`config.mk`:
```
export PLATFORM = sky130hd
export DESIGN_NAME = pc_branch_unit
export DESIGN_NICKNAME = d
export VERILOG_FILES = /design/src/rtl/pc_branch_unit.sv
export SDC_FILE = /design/constraint.sdc
export NUM_CORES = 1
export LEC_CHECK = 0
export ABC_CLOCK_PERIOD_IN_PS = 3600
export CAP_MARGIN = 10
export CORE_AREA = 2 2 55 57
export CTS_CLUSTER_DIAMETER = 120
export DETAILED_ROUTE_END_ITERATION = 16
export DIE_AREA = 0 0 57 59
export HOLD_SLACK_MARGIN = 0.1
export PLACE_DENSITY = 0.84
export SYNTH_ARGS = -nofsm -noshare
export SYNTH_HDL_FRONTEND = slang
export SYNTH_SLANG_ARGS = --single-unit
```
`constraint.sdc`:
```
create_clock -name clk -period 3.6 [get_ports clk]
set_input_delay 0.54 -clock clk [delete_from_list [all_inputs] [get_ports clk]]
set_output_delay 0.54 -clock clk [all_outputs]
set_load 0.05 [all_outputs]
```
`src/rtl/pc_branch_unit.sv`:
```
// Program counter with conditional branch / absolute jump redirect and a one-cycle fetch flush.
// Optional saturating taken-redirect counter enabled by defining BRANCH_COUNT_EN.
module pc_branch_unit (
    input  logic       clk,
    input  logic       reset,
    input  logic       stall,
    input  logic       branch,
    input  logic       jump,
    input  logic [2:0] cond,
    input  logic [7:0] offset,
    input  logic [7:0] target,
    input  logic       zf,
    input  logic       sf,
    input  logic       of,
    output logic [7:0] pc,
    output logic       taken,
    output logic       flush
`ifdef BRANCH_COUNT_EN
    ,
    output logic [7:0] branch_count
`endif
);

    typedef enum logic {
        ST_RUN   = 1'b0,
        ST_FLUSH = 1'b1
    } state_t;

    state_t     state_q, state_d;
    logic [7:0] pc_q, pc_d;
    logic       flush_q, flush_d;
    logic       cond_true;
    logic       lt;

    assign lt = sf ^ of;

    always_comb begin
        cond_true = 1'b0;
        case (cond)
            3'b000:  cond_true = zf;
            3'b001:  cond_true = ~zf;
            3'b010:  cond_true = lt;
            3'b011:  cond_true = ~lt;
            3'b100:  cond_true = ~zf & ~lt;
            3'b101:  cond_true = zf | lt;
            3'b110:  cond_true = of;
            default: cond_true = 1'b1;
        endcase
    end

    // A stall freezes everything; in FLUSH requests are ignored and fetch just advances.
    always_comb begin
        state_d = state_q;
        pc_d    = pc_q;
        taken   = 1'b0;
        if (!stall) begin
            pc_d    = pc_q + 8'd1;
            state_d = ST_RUN;
            if (state_q == ST_RUN) begin
                taken = jump | (branch & cond_true);
                if (jump) begin
                    pc_d = target;
                end else if (taken) begin
                    // 8-bit add of the raw offset is the sign-extended add modulo 256.
                    pc_d = pc_q + 8'd1 + offset;
                end
                if (taken) begin
                    state_d = ST_FLUSH;
                end
            end
        end
        flush_d = (state_d == ST_FLUSH);
    end

    always_ff @(posedge clk) begin
        if (reset) begin
            state_q <= ST_RUN;
            pc_q    <= 8'h00;
            flush_q <= 1'b0;
        end else begin
            state_q <= state_d;
            pc_q    <= pc_d;
            flush_q <= flush_d;
        end
    end

    assign pc    = pc_q;
    assign flush = flush_q;

`ifdef BRANCH_COUNT_EN
    logic [7:0] count_q, count_d;

    always_comb begin
        count_d = count_q;
        if (taken && (count_q != 8'hFF)) begin
            count_d = count_q + 8'd1;
        end
    end

    always_ff @(posedge clk) begin
        if (reset) begin
            count_q <= 8'h00;
        end else begin
            count_q <= count_d;
        end
    end

    assign branch_count = count_q;
`endif

endmodule

```
; ---- Word level (Yosys, flattened, before mapping)
; Cells that the tools add are included.
[word_totals]
regBits = 9
latchBits = 0
ramBits = 0
mem_bits_ro = 0
memories = 0
out_inout_bits = 10
[op_classes]
n_eq_ne = 6
div_mod_pow = 0
bitwise = 7
mux = 8
n_shift = 0
reduce_logical = 1
n_mul = 0
addsub = 2
order_cmp = 0
[op_table]
columns = operator, n
row1 = 8-bit 2-to-1 mux, 3
row2 = "3-bit == test, second input constant", 3
row3 = "8-bit by 1-bit adder with 8-bit output, second input constant", 1
row4 = 8-bit adder, 1
row5 = 1-bit case mux with 7 select lines, 1
row6 = "3-bit by 2-bit == test with 1-bit output, second input constant", 2
row7 = 1-bit 2-to-1 mux, 4
row8 = "3-bit by 1-bit == test with 1-bit output, second input constant", 1
row9 = 3-bit logical NOT, 1
row10 = 1-bit bitwise AND, 2
row11 = 1-bit NOT, 2
row12 = 1-bit bitwise OR, 2
row13 = 1-bit XOR, 1

; ---- Logic depth before layout (Yosys ltp)
[logic_depth]
depth_word = 9
mapped_depth = 11
depth_no_buf = 11

; ---- Least setup slack after synthesis
; Ideal clock, no wire load.
[synth_path]
path_type = flip-flop to flip-flop
startpoint = register pc_q[0], in the netlist pc[0]
endpoint = register pc_q[6], in the netlist pc[6]
required_time_ps = 3480
synth_period_minus_slack_ps = 2955
path_stages_with_launch = 12
arrival_time_ps = 2835
path_slack_ps = 645
path_cell_list = dfxtp_1 > ha_1 > nand3_1 > or3_1 > and2_1 > inv_1 > ha_1 > or3b_2 > o211ai_1 > nor4_1 > mux2i_1 > a211o_1
[synth_via]
elab_chain_len = 5
[synth_lines]
columns = element, line_no
row1 = from (decl), 30  ; logic [7:0] pc_q, pc_d;
row2 = from (signal assigned), 82  ; pc_q <= pc_d;
row3 = 8-bit by 1-bit adder with 8-bit output *, "57, 65"
row4 = 8-bit adder, 65  ; pc_d = pc_q + 8'd1 + offset;
row5 = 8-bit 2-to-1 mux, 63  ; end else if (taken) begin
row6 = 8-bit 2-to-1 mux, 61  ; if (jump) begin
row7 = 8-bit 2-to-1 mux *, 59  ; if (state_q == ST_RUN) begin
; Mark *: on every way between the ends. The rest lies on a longest branch, timed or not.
; A chain may end at the register's enable or synchronous reset.

; ---- Worst setup path in the final report
[layout_path]
startpoint = input port of
endpoint = output port taken
[layout_via]
elab_chain_len = 8
word_cells_on_any_way = 9
[layout_lines]
columns = element, line_no
row1 = from (decl), 14  ; input logic of,
row2 = 1-bit XOR, 35  ; assign lt = sf ^ of;
row3 = 1-bit NOT, "43, 44"
row4 = 1-bit bitwise AND, 44  ; 3'b100: cond_true = ~zf & ~lt;
row5 = 1-bit case mux with 7 select lines *, 39  ; case (cond)
row6 = 1-bit bitwise AND *, 60  ; taken = jump | (branch & cond_true);
row7 = 1-bit bitwise OR *, 60
row8 = 1-bit 2-to-1 mux *, 59
row9 = 1-bit 2-to-1 mux *, 56  ; if (!stall) begin
row10 = to (decl), 16  ; output logic taken,
; Marked as above.

==> results.sh <==
export IMPL_regToRegSetupSlack_ns=0.73
export IMPL_portBuffers=36
export IMPL_hold_class="flop to flop"
export IMPL_synth_avg_cell_area_sq_um=7.716
export IMPL_cts_tree="built"
export IMPL_crit_slowest_cell="or4_4"
export IMPL_setup_viol=0
export IMPL_slowest_delay_ns=0.60
export IMPL_ant_nets=0
export IMPL_syn_cell_area_sq_um=1250
export IMPL_cts_inserted_buffers=3
export IMPL_status="finished clean"
export IMPL_skew_ns=0.005319
export IMPL_ir_drop_mv=0.2587
export IMPL_clk_latency_ns=0.27
export IMPL_cp_cell_sequence="clkdlybuf4s50_1 > xnor2_2 > a211oi_2 > or4_4 > a21oi_2 > buf_12"
export IMPL_rows=19
export IMPL_cp_required_ns=3.06
export IMPL_initial_utilization_pct=46.12
export IMPL_nets=237
export IMPL_gp_congestion=0.8623
export IMPL_drive_above_1_share_pct=9.045
export IMPL_cts_root_buf="clkbuf_4"
export IMPL_cts_resized=0
export IMPL_grt_util_all_layers_pct=21.20
export IMPL_max_cap_violations=0
export IMPL_synth_top_cell_by_area="dfxtp_1"
export IMPL_grt_pass1_wl_microns=5802
export IMPL_gr_total_overflow=0
export IMPL_drtIter0Drc=55
export IMPL_synth_seq_cells=9
export IMPL_die_w_microns=57
export IMPL_yosysTopAreaCellShare_pct=14.41
export IMPL_pwr_density_cell_nw_per_um2=286.8
export IMPL_dieArea_sq_um=3363
export IMPL_io_pins=37
export IMPL_hold_end="pc[5]"
export IMPL_async_reset_ff_share_pct=0
export IMPL_reg2regPathDepth=11
export IMPL_grt_max_degree=17
export IMPL_slew_headroom_pct=66.20
export IMPL_diodes=0
export IMPL_cp_start_kind="primary input"
export IMPL_core_sq_um=2710
export IMPL_whs_path_depth=2
export IMPL_ys_seq_area_share_pct=14.41
export IMPL_rsz0062_at_grt="no"
export IMPL_syn_to_final_growth_pct=33.53
export IMPL_cts_hold_buf=0
export IMPL_postCtsSetupBuffers=0
export IMPL_clk_pin_slew_ns=0.07
export IMPL_hold_viol_final=0
export IMPL_place_inst=226
export IMPL_hold_slack_ns=0.6378
export IMPL_finalCritPeriodShare_pct=81.96
export IMPL_worstReg2RegStart="pc[0]"
export IMPL_critPathKind="primary input to output pin"
export IMPL_max_freq_mhz=338.9
export IMPL_wl_per_cell_microns=14.62
export IMPL_clockBufferDepth=2
export IMPL_critical_path_buf_inv_count=2
export IMPL_die_h_microns=59
export IMPL_p_total_w=0.0004787
export IMPL_hold_path_startpoint="pc[5]"
export IMPL_antenna_found_initial=0
export IMPL_crit_path_max_fanout=7
export IMPL_power_leakage_nw=0.7212
export IMPL_cts_sinks=9
export IMPL_synth_cell_type_count=55
export IMPL_vias=1371
export IMPL_synth_net_count=199
export IMPL_cp_depth=6
export IMPL_synthCells=162
export IMPL_yosys_warnings=0
export IMPL_period_needed_ns=2.951
export IMPL_finalWirelength_microns=3363
export IMPL_post_dp_hpwl_microns=2686
export IMPL_h_tree_depth=1
export IMPL_synth_edf_count=0
export IMPL_fin_setup_tns_ns=0
export IMPL_path_delay_family="buffers and inverters"
export IMPL_slew_violations=0
export IMPL_nFillCells=238
export IMPL_final_util_pct=61.59
export IMPL_ys_flop_type="dfxtp_1"
export IMPL_worstSetupEndpointType="output pin"
export IMPL_crit_arrival_ns=2.41
export IMPL_reg2reg_to="pc[6]"
export IMPL_firstDrtPassIters=4
export IMPL_netlist_top_cells_area="dfxtp_1, ha_1, nand2_1"
export IMPL_fin_cells=230
export IMPL_tightest_slew_ns=0.4991
export IMPL_post_route_drc_count=0
export IMPL_grt_pass1_vias=1354
export IMPL_vias_per_cell=5.961
==> metrics by stage <==
| stage | setup slack [ns] | instance area [sq um] |
|---|---|---|
| finish | 0.6495 | 1669 |
| global route | 0.5386 | 1669 |
| CTS | 0.6359 | 1669 |
| detailed placement | 0.6415 | 1642 |
| global placement | 0.6923 | 1642 |
| floorplan | 0.6453 | 1250 |
==> worst min-delay path, stage by stage (launching register included) <==
cell      delay, ns
dfxtp_1        0.39
nand4b_1       0.13
a31oi_1        0.07
==> synthesized netlist by cell type (2+ instances only) <==
cell	count
nand2b_1	3
o21ai_0	9
and3_1	5
nor3_1	4
inv_1	10
a21oi_1	7
dfxtp_1	9
xnor2_1	3
nand2_1	13
or4_1	2
buf_2	2
o211a_1	3
o31a_1	2
a211oi_1	2
mux2i_1	3
xor2_1	4
and2_1	2
a31oi_1	7
nand3_1	8
nor2b_1	6
ha_1	9
nor2_1	12
a21o_1	5
==> worst max path at each step <==
stage / from / endpoint / slack [ns]
after floorplan: pc[0] / pc[6] / 0.65
final: of / taken / 0.65
after CTS: of / taken / 0.64
after global routing: of / taken / 0.54
after detailed placement: of / taken / 0.64
after global placement: of / taken / 0.69
==> sequential cells by signal, summed over array words and instances (netlist names) <==
register / cells
pc: 8
flush: 1
==> layout make-up <==
cell class	count	area [sq um]	area share, %
Clock buffer	3	22.52	1.349
Clock inverter	1	5.005	0.2999
Inverter	10	37.54	2.249
Multi-Input combinational cell	139	1007	60.35
Sequential cell	9	180.2	10.79
Tap cell	31	38.79	2.324
Timing Repair Buffer	37	377.9	22.64
==> cells in the final DEF, fill, tap and decap left out, drive strengths merged, types with 3 or more instances in the layout <==
master	Yosys	routed
nand2b	3	3
a31oi	7	7
clkdlybuf4s50	0	35
nand3	9	9
dfxtp	9	9
o21ai	10	10
nand2	13	13
and3	5	5
nor3	4	4
o211a	3	3
xnor2	4	4
nor2	12	12
or4	3	3
a21oi	8	8
nor2b	6	6
a211oi	3	3
mux2i	3	3
xor2	4	4
ha	9	9
inv	10	10
clkbuf	1	3
a21o	5	5
==> report_power, final <==
part | switching [W] | internal [W] | leakage (nW) | total (W)
clock network | 0.0000443 | 0.0000411 | 0.0177 | 0.0000854
logic | 0.000144 | 0.000123 | 0.629 | 0.000267
registers | 0.0000170 | 0.000109 | 0.0742 | 0.000126
total | 0.000205 | 0.000274 | 0.721 | 0.000479
==> per-layer routing <==
| metal | GRT usage, % | wire length (microns) | up-vias |
|---|---|---|---|
| li1 | - | - | 678 |
| met1 | 26.47 | 1432 | 640 |
| met2 | 36.78 | 1682 | 47 |
| met3 | 4.803 | 213 | 6 |
| met4 | 5.980 | 34 | 0 |
| met5 | 0 | 0 | - |
==> kinds of logic (layout without fill, tap and decap cells) <==
kind of cell	after synthesis	in the layout	share of synthesized area, %
fa+ha+maj	10	10	10.61
mux	3	3	2.402
buf+inv	14	51	5.005
simple gates	67	67	29.53
xor+xnor	8	8	6.207
compound gates	51	51	31.83
flops	9	9	14.41
No activity file was read; power rests on OpenSTA's default activity.
